## src/rtl/lsu_ecc_scrub_if.sv

```systemverilog
// DCCM write-port bundle between the ECC scrubber and the DCCM write arbiter.
//   scrub_wr_req  : scrubber has a corrected word pending
//   scrub_wr_addr : word-aligned DCCM byte address of that word
//   scrub_wr_data : corrected data
//   scrub_wr_ecc  : re-encoded ECC for scrub_wr_data
//   scrub_wr_gnt  : arbiter grants the write port to the scrubber this cycle
// master = scrubber side, slave = arbiter side.
interface lsu_ecc_scrub_if #(
  parameter int DCCM_BITS       = 16,
  parameter int DCCM_DATA_WIDTH = 32,
  parameter int DCCM_ECC_WIDTH  = 7
);
  logic                       scrub_wr_req;
  logic [DCCM_BITS-1:0]       scrub_wr_addr;
  logic [DCCM_DATA_WIDTH-1:0] scrub_wr_data;
  logic [DCCM_ECC_WIDTH-1:0]  scrub_wr_ecc;
  logic                       scrub_wr_gnt;

  modport master (
    output scrub_wr_req, scrub_wr_addr, scrub_wr_data, scrub_wr_ecc,
    input  scrub_wr_gnt
  );

  modport slave (
    input  scrub_wr_req, scrub_wr_addr, scrub_wr_data, scrub_wr_ecc,
    output scrub_wr_gnt
  );
endinterface

```

## src/rtl/lsu_ecc_scrub.sv

```systemverilog
// Load-path ECC scrubber for the DCCM.
// Captures SEC-corrected dc3 load data per bank, re-encodes it, holds it in a
// 2-entry FIFO and writes it back through the DCCM write-port req/gnt handshake.
// Store-buffer drains to a queued word invalidate that entry (drain data is newer).
//
// Optional feature macro: RV_LSU_ECC_SCRUB_CNT_EN
//   defined   : scrub_cnt counts granted writes, saturating; scrub_cnt_clr wins.
//   undefined : scrub_cnt is 0 and scrub_cnt_clr is ignored.
//
// Ports:
//   clk, rst_l                     core clock, async active-low reset
//   ecc_chk_vld_dc3, flush_dc3     dc3 ECC-checked load / kill
//   single_ecc_error_{hi,lo}_dc3   SEC per bank
//   lsu_double_ecc_error_dc3       DED on either bank
//   lsu_addr_dc3, end_addr_dc3     lo / hi bank byte addresses
//   store_ecc_datafn_{hi,lo}_dc3   corrected bank data
//   stbuf_wr_vld, stbuf_wr_addr    store-buffer drain write
//   scrub_cnt_clr                  clear completed-scrub counter
//   wr_if (master)                 write-back req/addr/data/ecc, gnt
//   scrub_full, scrub_drop         queue full, registered drop pulse
//   scrub_cnt                      completed-scrub counter

module rvecc_encode (
  input  logic [31:0] din,
  output logic [6:0]  ecc_out
);
  // Hamming(38,32): data occupies non-power-of-two positions 1..38,
  // check bit k covers positions with bit k set; bit 6 is overall parity.
  always_comb begin
    int unsigned j;
    ecc_out = '0;
    j = 0;
    for (int unsigned p = 1; p <= 38; p++) begin
      if ((p & (p - 1)) != 0) begin
        for (int unsigned k = 0; k < 6; k++) begin
          if (p[k]) ecc_out[k] = ecc_out[k] ^ din[j[4:0]];
        end
        j = j + 1;
      end
    end
    ecc_out[6] = ^{din, ecc_out[5:0]};
  end
endmodule

module lsu_ecc_scrub #(
  parameter int DCCM_BITS       = 16,
  parameter int DCCM_DATA_WIDTH = 32,
  parameter int DCCM_ECC_WIDTH  = 7
) (
  input  logic                       clk,
  input  logic                       rst_l,
  input  logic                       ecc_chk_vld_dc3,
  input  logic                       flush_dc3,
  input  logic                       single_ecc_error_hi_dc3,
  input  logic                       single_ecc_error_lo_dc3,
  input  logic                       lsu_double_ecc_error_dc3,
  input  logic [DCCM_BITS-1:0]       lsu_addr_dc3,
  input  logic [DCCM_BITS-1:0]       end_addr_dc3,
  input  logic [DCCM_DATA_WIDTH-1:0] store_ecc_datafn_hi_dc3,
  input  logic [DCCM_DATA_WIDTH-1:0] store_ecc_datafn_lo_dc3,
  input  logic                       stbuf_wr_vld,
  input  logic [DCCM_BITS-1:0]       stbuf_wr_addr,
  input  logic                       scrub_cnt_clr,
  lsu_ecc_scrub_if.master            wr_if,
  output logic                       scrub_full,
  output logic                       scrub_drop,
  output logic [15:0]                scrub_cnt
);

  typedef enum logic {IDLE, REQ} state_t;

  state_t                     state_q, state_d;
  logic [1:0]                 valid_q, valid_d;
  logic [DCCM_BITS-1:0]       addr_q [2];
  logic [DCCM_BITS-1:0]       addr_d [2];
  logic [DCCM_DATA_WIDTH-1:0] data_q [2];
  logic [DCCM_DATA_WIDTH-1:0] data_d [2];
  logic [DCCM_ECC_WIDTH-1:0]  ecc_q  [2];
  logic [DCCM_ECC_WIDTH-1:0]  ecc_d  [2];
  logic                       head_q, head_d, tail_q, tail_d;
  logic [1:0]                 count_q, count_d;
  logic                       drop_q, drop_d;

  logic [DCCM_ECC_WIDTH-1:0]  ecc_lo, ecc_hi;
  logic                       head_vld, cap, cap_lo, cap_hi, pop, enq_lo, enq_hi, slot_hi;
  logic [1:0]                 free;
  logic [DCCM_BITS-1:0]       addr_lo, addr_hi;

  rvecc_encode u_enc_lo (.din(store_ecc_datafn_lo_dc3), .ecc_out(ecc_lo));
  rvecc_encode u_enc_hi (.din(store_ecc_datafn_hi_dc3), .ecc_out(ecc_hi));

  assign addr_lo = {lsu_addr_dc3[DCCM_BITS-1:2], 2'b00};
  assign addr_hi = {end_addr_dc3[DCCM_BITS-1:2], 2'b00};

  always_comb begin
    head_vld = valid_q[head_q];
    cap      = ecc_chk_vld_dc3 & ~flush_dc3 & ~lsu_double_ecc_error_dc3;
    cap_lo   = cap & single_ecc_error_lo_dc3;
    cap_hi   = cap & single_ecc_error_hi_dc3;
    // An invalidated head leaves without a request; a valid head needs gnt.
    pop      = (state_q == REQ) & (~head_vld | wr_if.scrub_wr_gnt);
    // Slots free once this cycle's pop has left (pop implies count>0).
    free     = 2'd2 - count_q + {1'b0, pop};
    enq_lo   = cap_lo & (free != 2'd0);
    enq_hi   = cap_hi & (free > {1'b0, enq_lo});
    drop_d   = (cap_lo & ~enq_lo) | (cap_hi & ~enq_hi);

    valid_d  = valid_q;
    addr_d   = addr_q;
    data_d   = data_q;
    ecc_d    = ecc_q;
    head_d   = head_q;
    // Order matters: hazard clear, then pop, then enqueue, so a slot freed
    // by the pop in a full queue can be refilled in the same cycle.
    for (int unsigned i = 0; i < 2; i++) begin
      if (stbuf_wr_vld && valid_q[i] &&
          addr_q[i][DCCM_BITS-1:2] == stbuf_wr_addr[DCCM_BITS-1:2])
        valid_d[i] = 1'b0;
    end
    if (pop) begin
      valid_d[head_q] = 1'b0;
      head_d          = ~head_q;
    end
    if (enq_lo) begin
      valid_d[tail_q] = 1'b1;
      addr_d[tail_q]  = addr_lo;
      data_d[tail_q]  = store_ecc_datafn_lo_dc3;
      ecc_d[tail_q]   = ecc_lo;
    end
    slot_hi = tail_q ^ enq_lo;
    if (enq_hi) begin
      valid_d[slot_hi] = 1'b1;
      addr_d[slot_hi]  = addr_hi;
      data_d[slot_hi]  = store_ecc_datafn_hi_dc3;
      ecc_d[slot_hi]   = ecc_hi;
    end
    tail_d  = tail_q ^ enq_lo ^ enq_hi;
    count_d = count_q - {1'b0, pop} + {1'b0, enq_lo} + {1'b0, enq_hi};

    state_d = state_q;
    case (state_q)
      IDLE:    if (enq_lo | enq_hi) state_d = REQ;
      REQ:     if (count_d == 2'd0) state_d = IDLE;
      default: state_d = IDLE;
    endcase
  end

  always_ff @(posedge clk or negedge rst_l) begin
    if (!rst_l) begin
      state_q <= IDLE;
      valid_q <= '0;
      addr_q  <= '{default: '0};
      data_q  <= '{default: '0};
      ecc_q   <= '{default: '0};
      head_q  <= 1'b0;
      tail_q  <= 1'b0;
      count_q <= '0;
      drop_q  <= 1'b0;
    end else begin
      state_q <= state_d;
      valid_q <= valid_d;
      addr_q  <= addr_d;
      data_q  <= data_d;
      ecc_q   <= ecc_d;
      head_q  <= head_d;
      tail_q  <= tail_d;
      count_q <= count_d;
      drop_q  <= drop_d;
    end
  end

  assign wr_if.scrub_wr_req  = valid_q[head_q];
  assign wr_if.scrub_wr_addr = addr_q[head_q];
  assign wr_if.scrub_wr_data = data_q[head_q];
  assign wr_if.scrub_wr_ecc  = ecc_q[head_q];
  assign scrub_full          = (count_q == 2'd2);
  assign scrub_drop          = drop_q;

`ifdef RV_LSU_ECC_SCRUB_CNT_EN
  logic [15:0] cnt_q;
  always_ff @(posedge clk or negedge rst_l) begin
    if (!rst_l)                                   cnt_q <= '0;
    else if (scrub_cnt_clr)                       cnt_q <= '0;
    else if (wr_if.scrub_wr_req && wr_if.scrub_wr_gnt && cnt_q != '1)
                                                  cnt_q <= cnt_q + 16'd1;
  end
  assign scrub_cnt = cnt_q;
`else
  logic unused_cnt_clr;
  assign unused_cnt_clr = scrub_cnt_clr;
  assign scrub_cnt      = '0;
`endif

  a_gnt_vs_drain: assert property (@(posedge clk) disable iff (!rst_l)
    !(wr_if.scrub_wr_gnt && stbuf_wr_vld));
  a_gnt_needs_req: assert property (@(posedge clk) disable iff (!rst_l)
    wr_if.scrub_wr_gnt |-> wr_if.scrub_wr_req);

endmodule

```

## src/flat_wrapper.sv

```systemverilog
// flat-port wrapper written by rule: the top's interface ports become plain ports
module lsu_ecc_scrub_flat 
#(
  parameter int DCCM_BITS       = 16,
  parameter int DCCM_DATA_WIDTH = 32,
  parameter int DCCM_ECC_WIDTH  = 7
)
  (clk, rst_l, ecc_chk_vld_dc3, flush_dc3, single_ecc_error_hi_dc3, single_ecc_error_lo_dc3, lsu_double_ecc_error_dc3, lsu_addr_dc3, end_addr_dc3, store_ecc_datafn_hi_dc3, store_ecc_datafn_lo_dc3, stbuf_wr_vld, stbuf_wr_addr, scrub_cnt_clr, scrub_full, scrub_drop, scrub_cnt, wr_if_scrub_wr_req, wr_if_scrub_wr_addr, wr_if_scrub_wr_data, wr_if_scrub_wr_ecc, wr_if_scrub_wr_gnt);
  lsu_ecc_scrub_if #(.DCCM_BITS(DCCM_BITS), .DCCM_DATA_WIDTH(DCCM_DATA_WIDTH), .DCCM_ECC_WIDTH(DCCM_ECC_WIDTH)) wr_if_i ();
  input  logic clk;
  input  logic rst_l;
  input  logic ecc_chk_vld_dc3;
  input  logic flush_dc3;
  input  logic single_ecc_error_hi_dc3;
  input  logic single_ecc_error_lo_dc3;
  input  logic lsu_double_ecc_error_dc3;
  input  logic [DCCM_BITS-1:0] lsu_addr_dc3;
  input  logic [DCCM_BITS-1:0] end_addr_dc3;
  input  logic [DCCM_DATA_WIDTH-1:0] store_ecc_datafn_hi_dc3;
  input  logic [DCCM_DATA_WIDTH-1:0] store_ecc_datafn_lo_dc3;
  input  logic stbuf_wr_vld;
  input  logic [DCCM_BITS-1:0] stbuf_wr_addr;
  input  logic scrub_cnt_clr;
  output logic scrub_full;
  output logic scrub_drop;
  output logic [15:0] scrub_cnt;
  output wire logic [$bits(wr_if_i.scrub_wr_req)-1:0] wr_if_scrub_wr_req;
  output wire logic [$bits(wr_if_i.scrub_wr_addr)-1:0] wr_if_scrub_wr_addr;
  output wire logic [$bits(wr_if_i.scrub_wr_data)-1:0] wr_if_scrub_wr_data;
  output wire logic [$bits(wr_if_i.scrub_wr_ecc)-1:0] wr_if_scrub_wr_ecc;
  input wire logic [$bits(wr_if_i.scrub_wr_gnt)-1:0] wr_if_scrub_wr_gnt;
  assign wr_if_scrub_wr_req = wr_if_i.scrub_wr_req;
  assign wr_if_scrub_wr_addr = wr_if_i.scrub_wr_addr;
  assign wr_if_scrub_wr_data = wr_if_i.scrub_wr_data;
  assign wr_if_scrub_wr_ecc = wr_if_i.scrub_wr_ecc;
  assign wr_if_i.scrub_wr_gnt = wr_if_scrub_wr_gnt;
  lsu_ecc_scrub #(.DCCM_BITS(DCCM_BITS), .DCCM_DATA_WIDTH(DCCM_DATA_WIDTH), .DCCM_ECC_WIDTH(DCCM_ECC_WIDTH)) u_core (.clk(clk), .rst_l(rst_l), .ecc_chk_vld_dc3(ecc_chk_vld_dc3), .flush_dc3(flush_dc3), .single_ecc_error_hi_dc3(single_ecc_error_hi_dc3), .single_ecc_error_lo_dc3(single_ecc_error_lo_dc3), .lsu_double_ecc_error_dc3(lsu_double_ecc_error_dc3), .lsu_addr_dc3(lsu_addr_dc3), .end_addr_dc3(end_addr_dc3), .store_ecc_datafn_hi_dc3(store_ecc_datafn_hi_dc3), .store_ecc_datafn_lo_dc3(store_ecc_datafn_lo_dc3), .stbuf_wr_vld(stbuf_wr_vld), .stbuf_wr_addr(stbuf_wr_addr), .scrub_cnt_clr(scrub_cnt_clr), .wr_if(wr_if_i), .scrub_full(scrub_full), .scrub_drop(scrub_drop), .scrub_cnt(scrub_cnt));
endmodule
```

## config.mk

```make
export PLATFORM = sky130hd
export DESIGN_NAME = lsu_ecc_scrub_flat
export DESIGN_NICKNAME = d
export VERILOG_FILES = /design/src/rtl/lsu_ecc_scrub_if.sv /design/src/rtl/lsu_ecc_scrub.sv /design/src/flat_wrapper.sv
export SDC_FILE = /design/constraint.sdc
export NUM_CORES = 1
export LEC_CHECK = 0
export CORE_ASPECT_RATIO = 0.9
export CORE_UTILIZATION = 50
export CTS_CLUSTER_SIZE = 25
export DETAILED_ROUTE_END_ITERATION = 8
export PLACE_DENSITY = 0.82
export SKIP_LAST_GASP = 1
export SYNTH_ARGS = -nofsm -noshare
export SYNTH_HDL_FRONTEND = slang
export SYNTH_SLANG_ARGS = --single-unit
```

## constraint.sdc

```tcl
create_clock -name clk -period 4.01 [get_ports clk]
set_clock_uncertainty 0.2 [all_clocks]
set_input_delay 1.0025 -clock clk [delete_from_list [all_inputs] [get_ports clk]]
set_output_delay 1.0025 -clock clk [all_outputs]
set_load 0.03 [all_outputs]
```

==> reports/qor.yml <==
run_status:
  status: "complete, no violations"
detailed_routing:
  postRouteAntennaNets: 0
  routed.top_layer: "met4"
  wl_per_cell_um: 19.0
  routed_via_density: 5.68
  drt-total-wl_um: 22400
  wl_met1_um: 9350
  drt-initial-drc-count: 620
  drc: 0
  wl_met3_um: 2120
  drtPass1Iterations: 5
  dr_wl_met2_um: 10500
  vias: 6726
clock_tree:
  clk_path_buf_depth: 2
  numCtsBuffers: 17
  clkLatencyLatePin_ns: 0.41
  root_buffer: "clkbuf_16"
  post-cts-setup-buffers: 0
  htree_levels: 4
  path_clk_slew_ns: 0.05
  cts_tree: "yes"
  cts_sinks: 118
setup_path:
  critPathArrivalTime_ns: 3.90
  critPathMaxFanout: 13
  start_kind: "primary input"
  critical_path_depth: 15
  slowest_stage: "clkdlybuf4s50_1"
  path_delay_family: "buffers and inverters"
  required_ns: 4.16
  crit_type: "in -> reg"
  critical_path_buf_inv_count: 5
  r2r_start: "u_core.head_q"
  r2r-end: "u_core.addr_q[23]"
  r2r_cells: 15
  end_kind: "register"
  cpPeakStageDelay_ns: 0.45
  reg2reg_slack_ns: 0.60
  path_cells: "clkdlybuf4s50_1 -> o21ai_1 -> ha_1 -> xnor2_1 -> o211ai_1 -> inv_1 -> ha_1 -> o21ai_0 -> nand3_1 -> clkinv_1 -> buf_4 -> and2_2 -> buf_4 -> a22oi_1 -> nand2_1"
timing:
  rsz0062_at_grt: "false"
  fmax_mhz: 266
  period_share: 0.937
  slew_headroom: 0.439
  final.setup.worst_slack_ns: 0.254
  setup_viol: 0
  hold_viol: 0
  worst_pin_slew_ns: 0.841
  min_period_ns: 3.76
  drv_slew: 0
pwr:
  internal-power_mw: 4.79
  ir_worst_vdd_v: 0.000539
  switching_share: 0.402
  p_comb_frac: 0.549
  pwr-share-seq: 0.265
  switchingPower_mw: 3.22
  p_per_area_nw_per_um2: 786
  p_clk_frac: 0.186
  leakagePower_nw: 4.54
yosys:
  synth_area_sq_um: 7460
  async_reset_ff_frac: 1.00
  synth_ff_type: "dfrtp_1"
  yosys_register_bits: 118
  avgSynthCellArea_sq_um: 9.43
  synth_edf_count: 0
  synthTopCellsByArea: "dfrtp_1 (40%), xnor2_1 (12%), nand2_1 (9.7%)"
  synthDistinctLibCells: 42
  ys_seq_area_frac: 0.396
  yosysWarnings: 0
  synth_top_area_cell: "dfrtp_1"
  synth_cells: 791
  synth.top_cell.area_share: 0.396
place:
  dpl.hpwl_um: 15800
  dp_slack_ns: -0.204
  gp_congestion: 0.884
  io_buffers: 172
hold_path:
  holdPathStages: 2
  hp-class: "reg -> reg"
  worstHoldStart: "u_core.data_q[62]"
  min_to: "u_core.data_q[62]"
cells_and_area:
  syn2layout_area_growth_pct: 36.6
  drive_above_1_share: 0.143
  diodes: 0
  fin_nets: 1104
  fin_util: 0.712
  fillCellCount: 1037
grt:
  first_global_vias: 6742
  track_usage: 0.303
  grt_max_degree: 60
  antenna_found_initial: 0
  grt_pass1_wl_um: 35400
  grt-ovfl-total: 0
flow_run:
  maxCapViolCount: 0
die:
  dieArea_sq_um: 15400
  die_w_um: 131
  initial_core_util: 0.521
  rows: 41
  pin_count: 196
  fp.dieH_um: 118
  coreArea_sq_um: 14300
[cell families (layout without fill, tap and decap cells)]
group | count (synthesis) | in the layout | share of synthesized area
adders and majority gates | 4 | 4 | 0.00772
and+or+nand+nor | 278 | 278 | 0.147
buffers and inverters | 70 | 255 | 0.0434
DFF | 118 | 118 | 0.396
AOI/OAI and AO/OA | 121 | 121 | 0.113
muxes | 55 | 55 | 0.0829
xor gates and xnor gates | 144 | 144 | 0.209
other | 1 | 16 | 0.000503
[placed cells by master, fill, tap and decap left out, types with 15 or more instances in the layout]
| cell | Yosys | final |
|---|---|---|
| dfrtp_1 | 118 | 117 |
| buf_4 | 16 | 38 |
| xnor3_1 | 20 | 20 |
| xnor2_1 | 106 | 106 |
| xor2_1 | 15 | 15 |
| a22oi_1 | 45 | 45 |
| nand2_1 | 193 | 192 |
| mux2_2 | 54 | 54 |
| a31oi_1 | 46 | 46 |
| nor2_1 | 60 | 59 |
| clkdlybuf4s50_1 | 0 | 171 |
| clkbuf_16 | 0 | 17 |
| conb_1 | 1 | 16 |
[worst max-delay path by stage]
| stage | start | endpoint | slack (ns) |
|---|---|---|---|
| 2_1_floorplan | wr_if_scrub_wr_gnt | u_core.data_q[53] | 0.06 |
| 3_3_place_gp | wr_if_scrub_wr_gnt | u_core.addr_q[29] | -0.06 |
| 3_5_place_dp | wr_if_scrub_wr_gnt | u_core.state_q | -0.20 |
| 4_1_cts | wr_if_scrub_wr_gnt | u_core.state_q | 0.22 |
| 5_1_grt | wr_if_scrub_wr_gnt | u_core.state_q | 0.01 |
| 6_report | wr_if_scrub_wr_gnt | u_core.addr_q[23] | 0.25 |
[what timing repair did]
item / 4_1_cts / 5_1_grt
resized for setup: 0 / 1
endpoints found under the setup margin: 0 / 31
hold buffers: 0 / 0
[cell type report]
type / instances / area [sq um] / area share
clock buffers: 22 / 474 / 0.0465
clock inverters: 10 / 103 / 0.0101
inverters: 8 / 30.0 / 0.00295
multi-input cells: 618 / 4270 / 0.419
flip-flops and latches: 118 / 2950 / 0.290
well taps: 193 / 241 / 0.0237
repair buffers: 215 / 2120 / 0.208
[routing by layer]
layer  global-route usage  up-vias
li1                     -     3031
met1                0.418     3252
met2                0.458      397
met3               0.0832       46
met4                0.102        0
met5                    0        -
[sequential cells by signal, summed over array words and instances (netlist names)]
name,count
u_core.addr_q,32
u_core.valid_q,2
u_core.head_q,1
u_core.ecc_q,14
u_core.scrub_drop,1
u_core.tail_q,1
u_core.data_q,64
u_core.state_q,1
u_core.count_q,2
[synthesized netlist by cell type (2+ instances only)]
| cell | count |
|---|---|
| nand2_1 | 193 |
| dfrtp_1 | 118 |
| xnor2_1 | 106 |
| nor2_1 | 60 |
| mux2_2 | 54 |
| a31oi_1 | 46 |
| a22oi_1 | 45 |
| clkbuf_1 | 40 |
| xnor3_1 | 20 |
| buf_4 | 16 |
| xor2_1 | 15 |
| o21ai_0 | 8 |
| inv_1 | 7 |
| nand4_1 | 6 |
| a21oi_1 | 5 |
| and2_1 | 5 |
| buf_1 | 5 |
| nand3_1 | 4 |
| a211oi_1 | 3 |
| a221oi_1 | 3 |
| ha_1 | 3 |
| o221a_2 | 3 |
| xnor2_2 | 3 |
| and3_1 | 2 |
| nand2b_1 | 2 |
| nor3_1 | 2 |
| nor4_1 | 2 |
[worst register-to-register path, stage by stage, from the launching register on]
cell      delay (ns)
dfrtp_2         0.40
mux2i_1         0.25
o21ai_1         0.13
ha_1            0.25
xnor2_1         0.16
o211ai_1        0.21
inv_1           0.10
ha_1            0.28
o21ai_0         0.20
nand3_1         0.15
clkinv_1        0.11
buf_4           0.17
and2_2          0.30
buf_4           0.27
a22oi_1         0.09
nand2_1         0.08
[per-stage QoR]
step,TNS [ns],power [mW],hold slack [ns],std cells,cell area [sq um]
after floorplan,0,4.93,0.237,806,7520
after global placement,-1.24,6.36,0.253,1152,9610
after detailed placement,-8.13,6.46,0.259,1152,9610
after CTS,0,8.00,0.273,1184,10200
after global routing,0,8.40,0.288,1184,10200
final,0,8.01,0.272,1184,10200
[power groups by stage]
stage / Combinational [mW] / Clock [mW] / Sequential, mW
2_1_floorplan: 2.93 / 0 / 2.00
3_3_place_gp: 4.28 / 0 / 2.08
3_5_place_dp: 4.35 / 0 / 2.11
4_1_cts: 4.39 / 1.51 / 2.10
5_1_grt: 4.66 / 1.56 / 2.17
6_report: 4.40 / 1.49 / 2.12
Note: power is estimated with default switching activity, not from simulation.
